[src/rtl/codec_pkg.sv]
// Shared types and constants for the WM8731 codec serial paths (capture and playback).
package codec_pkg;

  localparam int   WD_DEFAULT      = 24;
  localparam logic CHAN_LEFT_LEVEL = 1'b1;

  typedef enum logic [1:0] {
    IDLE  = 2'd0,
    LEFT  = 2'd1,
    RIGHT = 2'd2
  } state_e;

endpackage

[src/rtl/sipo_shift_reg.sv]
// Serial-in/parallel-out register, MSB first; mirror of the playback PISO register.
module sipo_shift_reg import codec_pkg::*; #(
  parameter int WD = WD_DEFAULT
) (
  input  logic          clk_i,
  input  logic          rst_i,
  input  logic          clr_i,
  input  logic          shift_i,
  input  logic          sdata_i,
  output logic [WD-1:0] pdata_o
);

  logic [WD-1:0] sreg_q, sreg_d;

  // A clear coinciding with a shift starts the new word with that bit.
  always_comb begin
    sreg_d = sreg_q;
    if (clr_i && shift_i) begin
      sreg_d = {{(WD-1){1'b0}}, sdata_i};
    end else if (clr_i) begin
      sreg_d = '0;
    end else if (shift_i) begin
      sreg_d = {sreg_q[WD-2:0], sdata_i};
    end
  end

  always_ff @(posedge clk_i or posedge rst_i) begin
    if (rst_i) begin
      sreg_q <= '0;
    end else begin
      sreg_q <= sreg_d;
    end
  end

  assign pdata_o = sreg_q;

endmodule

[src/rtl/s2p_buffer_rjm_codec.sv]
// WM8731 ADC right-justified receiver: frames stereo pairs, valid/ready output.
// Define S2P_RJM_SYNC_EN to put a 2-flop synchronizer on the codec inputs.
module s2p_buffer_rjm_codec import codec_pkg::*; #(
  parameter int WD    = WD_DEFAULT,
  parameter int CNT_W = 8
) (
  input  logic          clk_i,
  input  logic          rst_i,
  input  logic          en_i,
  input  logic          codec_bclk_i,
  input  logic          codec_adclrck_i,
  input  logic          codec_adcdat_i,
  output logic [WD-1:0] left_o,
  output logic [WD-1:0] right_o,
  output logic          valid_o,
  input  logic          ready_i,
  output logic          overrun_o,
  output logic          short_frame_o
);

  localparam logic [CNT_W-1:0] CNT_MAX = '1;
  localparam logic [CNT_W-1:0] WD_CNT  = CNT_W'(WD);

  logic bclk_q, lrck_q, dat_q;

`ifdef S2P_RJM_SYNC_EN
  logic bclk_m_q, lrck_m_q, dat_m_q;

  always_ff @(posedge clk_i or posedge rst_i) begin
    if (rst_i) begin
      bclk_m_q <= 1'b0;
      lrck_m_q <= 1'b0;
      dat_m_q  <= 1'b0;
      bclk_q   <= 1'b0;
      lrck_q   <= 1'b0;
      dat_q    <= 1'b0;
    end else begin
      bclk_m_q <= codec_bclk_i;
      lrck_m_q <= codec_adclrck_i;
      dat_m_q  <= codec_adcdat_i;
      bclk_q   <= bclk_m_q;
      lrck_q   <= lrck_m_q;
      dat_q    <= dat_m_q;
    end
  end
`else
  always_ff @(posedge clk_i or posedge rst_i) begin
    if (rst_i) begin
      bclk_q <= 1'b0;
      lrck_q <= 1'b0;
      dat_q  <= 1'b0;
    end else begin
      bclk_q <= codec_bclk_i;
      lrck_q <= codec_adclrck_i;
      dat_q  <= codec_adcdat_i;
    end
  end
`endif

  // Edge flags are registered; data is delayed alongside so each bit lines up with its BCLK rise.
  logic bclk_prev_q, lrck_prev_q;
  logic bclk_rise_q, lr_start_q, lr_end_q, dat_e_q;

  always_ff @(posedge clk_i or posedge rst_i) begin
    if (rst_i) begin
      bclk_prev_q <= 1'b0;
      lrck_prev_q <= 1'b0;
      bclk_rise_q <= 1'b0;
      lr_start_q  <= 1'b0;
      lr_end_q    <= 1'b0;
      dat_e_q     <= 1'b0;
    end else begin
      bclk_prev_q <= bclk_q;
      lrck_prev_q <= lrck_q;
      bclk_rise_q <= bclk_q & ~bclk_prev_q;
      lr_start_q  <= (lrck_q == CHAN_LEFT_LEVEL) && (lrck_prev_q != CHAN_LEFT_LEVEL);
      lr_end_q    <= (lrck_q != CHAN_LEFT_LEVEL) && (lrck_prev_q == CHAN_LEFT_LEVEL);
      dat_e_q     <= dat_q;
    end
  end

  state_e           state_q, state_d;
  logic             shift, clr, latch_left, commit, short_d;
  logic [WD-1:0]    sreg;
  logic [CNT_W-1:0] bit_cnt_q, bit_cnt_d;
  logic [WD-1:0]    left_hold_q, left_q, right_q;
  logic             valid_q, overrun_q, short_q;

  assign shift = en_i & bclk_rise_q;
  assign clr   = ~en_i | lr_start_q | lr_end_q;

  sipo_shift_reg #(.WD(WD)) u_sipo (
    .clk_i   (clk_i),
    .rst_i   (rst_i),
    .clr_i   (clr),
    .shift_i (shift),
    .sdata_i (dat_e_q),
    .pdata_o (sreg)
  );

  always_comb begin
    state_d    = state_q;
    latch_left = 1'b0;
    commit     = 1'b0;
    if (!en_i) begin
      state_d = IDLE;
    end else begin
      unique case (state_q)
        IDLE:    if (lr_start_q) state_d = LEFT;
        LEFT:    if (lr_end_q) begin
                   latch_left = 1'b1;
                   state_d    = RIGHT;
                 end
        RIGHT:   if (lr_start_q) begin
                   commit  = 1'b1;
                   state_d = LEFT;
                 end
        default: state_d = IDLE;
      endcase
    end
  end

  // The count seen here excludes any bit shifting in on the same cycle as the edge.
  assign short_d = (latch_left | commit) && (bit_cnt_q < WD_CNT);

  always_comb begin
    bit_cnt_d = bit_cnt_q;
    if (clr) begin
      bit_cnt_d = {{(CNT_W-1){1'b0}}, shift};
    end else if (shift && bit_cnt_q != CNT_MAX) begin
      bit_cnt_d = bit_cnt_q + 1'b1;
    end
  end

  always_ff @(posedge clk_i or posedge rst_i) begin
    if (rst_i) begin
      state_q   <= IDLE;
      bit_cnt_q <= '0;
    end else begin
      state_q   <= state_d;
      bit_cnt_q <= bit_cnt_d;
    end
  end

  // Handshake: a commit wins over an accept; overrun only when the old pair was still unaccepted.
  always_ff @(posedge clk_i or posedge rst_i) begin
    if (rst_i) begin
      left_hold_q <= '0;
      left_q      <= '0;
      right_q     <= '0;
      valid_q     <= 1'b0;
      overrun_q   <= 1'b0;
      short_q     <= 1'b0;
    end else begin
      overrun_q <= 1'b0;
      short_q   <= short_d;
      if (latch_left) begin
        left_hold_q <= sreg;
      end
      if (commit) begin
        left_q    <= left_hold_q;
        right_q   <= sreg;
        valid_q   <= 1'b1;
        overrun_q <= valid_q & ~ready_i;
      end else if (valid_q && ready_i) begin
        valid_q <= 1'b0;
      end
    end
  end

  assign left_o        = left_q;
  assign right_o       = right_q;
  assign valid_o       = valid_q;
  assign overrun_o     = overrun_q;
  assign short_frame_o = short_q;

endmodule

[config.mk]
export PLATFORM = sky130hd
export DESIGN_NAME = s2p_buffer_rjm_codec
export DESIGN_NICKNAME = d
export VERILOG_FILES = /design/src/rtl/codec_pkg.sv /design/src/rtl/sipo_shift_reg.sv /design/src/rtl/s2p_buffer_rjm_codec.sv
export SDC_FILE = /design/constraint.sdc
export NUM_CORES = 1
export LEC_CHECK = 0
export ABC_AREA = 0
export CAP_MARGIN = 20
export CORE_ASPECT_RATIO = 1.25
export CORE_MARGIN = 3
export CORE_UTILIZATION = 50
export CTS_CLUSTER_SIZE = 20
export DETAILED_ROUTE_END_ITERATION = 10
export PLACE_DENSITY_LB_ADDON = 0.12
export SYNTH_ARGS = -nofsm -noshare
export SYNTH_HDL_FRONTEND = slang
export SYNTH_HIERARCHICAL = 1
export SYNTH_SLANG_ARGS = --single-unit
[constraint.sdc]
create_clock -name clk_i -period 3 [get_ports clk_i]
set_input_delay 0.6 -clock clk_i [delete_from_list [all_inputs] [get_ports clk_i]]
set_output_delay 0.6 -clock clk_i [all_outputs]
set_load 0.02 [all_outputs]
==> results.json <==
{
  "hold_path_end": "dat_e_q$_DFF_PP0_",
  "core_area_mm2": 0.009223,
  "hold_path.class": "flip-flop to flip-flop",
  "initial_utilization": 0.5155,
  "dieHeight_um": 115.0,
  "critPathArrivalTime_ns": 2.44,
  "fmax_mhz": 470.4,
  "ant_nets": 0,
  "yosys.area.top_type": "dfrtp_1",
  "setup_ws_ns": 0.8741,
  "drcViolationCount": 0,
  "peakVddDrop_uv": 414.2,
  "clk_pin_slew_ns": 0.05,
  "status": "finished clean",
  "reg2reg_to": "right_o[2]$_DFFE_PP0P_",
  "fin_skew_ns": 0.006357,
  "grt_max_degree": 73,
  "synthArstFlopShare": 1.000,
  "p_total_w": 0.003737,
  "fin_crit_ns": 2.126,
  "clk_latency_ns": 0.40,
  "synth_area_per_cell_um2": 15.05,
  "hp-start": "dat_q$_DFF_PP0_",
  "maxCapViolations": 0,
  "fin_tns_setup_ns": 0,
  "synth_nets": 324,
  "routed_wl_mm": 8.201,
  "leakagePower_nw": 2.902,
  "synth_top_area_frac": 0.6211,
  "synth_cells": 316,
  "slowest_delay_ns": 0.70,
  "cts.sinks": 118,
  "final_layout_size_suffix_gt1_frac": 0.2734,
  "drt_iter0_markers": 125,
  "die_area_mm2": 0.01072,
  "nets": 390,
  "setup_viol": 0,
  "overflow": 0,
  "grt_usage": 0.1712,
  "synth_area_leaders": "dfrtp_1 62%, mux2_2 12%, mux2_4 6.0%",
  "powerDensity_mw_per_mm2": 624.0,
  "r2r_cells": 3,
  "tritoncts": "done",
  "synthesis.area_mm2": 0.004755,
  "cts_resized": 0,
  "slew_violations": 0,
  "numCtsBuffers": 17,
  "antenna_found_initial": 0,
  "n_antenna_cell": 0,
  "pre_cts_slack_ns": 0.4919,
  "tightest_slew_ns": 0.9142,
  "drtPass1Iterations": 6,
  "wl_per_cell_um": 15.83,
  "area_growth_pct": 25.97,
  "grt_setup_unrepaired": "no",
  "timing.rr.start": "state_q[0]$_DFFE_PP0P_",
  "critPathKind": "primary input to flip-flop",
  "cts_buffer_depth": 2,
  "gp_congestion": 0.7352,
  "grt_pass1_wl_mm": 14.07,
  "hold_viol": 0,
  "die_w_um": 93.22,
  "reg2reg_slack_ns": 1.34,
  "yosys-top-cells-count": "118 x dfrtp_1, 49 x mux2_2, 27 x nor2_1, 26 x mux2i_1, 19 x mux2_4",
  "hpwl_mm": 5.009,
  "relSlewSlack": 0.3898,
  "period_share": 0.7086,
  "root_buffer": "clkbuf_16",
  "postCtsHoldBufs": 0,
  "synth_edf_count": 0,
  "vias": 2690,
  "synthMostInstantiatedCell": "dfrtp_1",
  "ys_types": 42,
  "required_ns": 3.31,
  "rows": 39,
  "cpMaxStageDelayCell": "clkdlybuf4s50_1",
  "via_per_inst": 5.193,
  "yosys_warnings": 6,
  "synthFlopType": "dfrtp_1",
  "cp-end-kind": "flip-flop",
  "path_cells": "clkdlybuf4s50_1, nor3b_4, inv_2, nand2b_1, o21ai_0",
  "fillers": 663,
  "io_pins": 58,
  "synth_seq_cells": 118,
  "cp_max_fo": 28,
  "io_buffers": 57,
  "synth-seq-area-share": 0.6211,
  "cts-htree-levels": 4,
  "cts_setup_buffers": 0,
  "hold-path-cell-count": 0,
  "start_kind": "primary input",
  "grt_pass1_vias": 2794
}
[worst max-delay path, delay by kind of cell]
family,cells,cell delay (ns)
simple gates,2,0.67
buf+inv,2,1.01
compound gates,1,0.14
[placed cells by master, fill, tap and decap left out, types with 2 or more instances in the layout]
cell type and n:
a211oi_1 4, a21oi_1 4, and3_1 3, and4_1 2, buf_12 2, buf_4 2, bufinv_16 3, clkbuf_1 3
clkbuf_16 17, clkbuf_8 3, clkdlybuf4s50_1 57, clkinv_2 5, dfrtp_1 118, inv_1 4, mux2_1 4, mux2_2 49
mux2_4 19, mux2i_1 26, nand2_1 9, nand2b_1 2, nor2_1 27, nor2b_1 6, o21ai_0 2
[state kept, by name, indices dropped and copies added (netlist names), 2 cells and up]
name	flops
left_o	24
right_o	24
bit_cnt_q	8
state_q	2
left_hold_q	24
u_sipo/pdata_o	24
[kinds of logic (layout without fill, tap and decap cells)]
family	after synthesis	after routing	synth area share
adders and majority gates	1	1	0.002631
DFF	118	118	0.6211
buffers and inverters	20	99	0.03632
muxes	98	98	0.2403
and+or+nand+nor	62	62	0.07500
AOI/OAI and AO/OA	17	17	0.02474
[power by group]
part	leakage (nW)	switching, W	internal [W]
combinational	0.971	0.0000611	0.0000310
clock	0.301	0.000663	0.00137
sequential	1.63	0.0000108	0.00161
[final cells by class]
| class | instances | area (um2) | area share |
|---|---|---|---|
| inverters | 6 | 26.28 | 0.004387 |
| clock inverters | 9 | 123.9 | 0.02068 |
| well taps | 123 | 153.9 | 0.02569 |
| multi-input cells | 178 | 1629 | 0.2720 |
| flip-flops and latches | 118 | 2953 | 0.4930 |
| clock buffers | 23 | 478.0 | 0.07980 |
| repair buffers | 61 | 625.6 | 0.1044 |
[through the flow]
| step | cells | hold WS, ns | util | cell area [um2] |
|---|---|---|---|---|
| after floorplan | 316 | 0.3312 | - | 4758 |
| after global placement | 486 | 0.3368 | 0.5842 | 5388 |
| after detailed placement | 486 | 0.3420 | 0.5842 | 5388 |
| after CTS | 518 | 0.3542 | 0.6494 | 5989 |
| after global routing | 518 | 0.3528 | 0.6494 | 5989 |
| final | 518 | 0.3546 | 0.6494 | 5989 |
[worst max path at each step]
stage	start	endpoint	depth (start not counted)
after floorplan	rst_i	bclk_prev_q$_DFF_PP0_	1
after CTS	en_i	u_sipo/pdata_o[0]$_DFFE_PP0P_	5
after detailed placement	en_i	u_sipo/pdata_o[0]$_DFFE_PP0P_	5
after global routing	en_i	u_sipo/pdata_o[0]$_DFFE_PP0P_	5
after global placement	en_i	right_o[1]$_DFFE_PP0P_	4
final	en_i	u_sipo/pdata_o[0]$_DFFE_PP0P_	5
[layer usage]
layer,vias to the layer above,track usage,share of wire
li1,1245,-,-
met3,8,0.05759,0.033
met5,-,0,0
met2,45,0.2719,0.51
met4,0,0.07038,0.012
met1,1392,0.2161,0.45
Note: power is estimated with default switching activity, not from simulation.
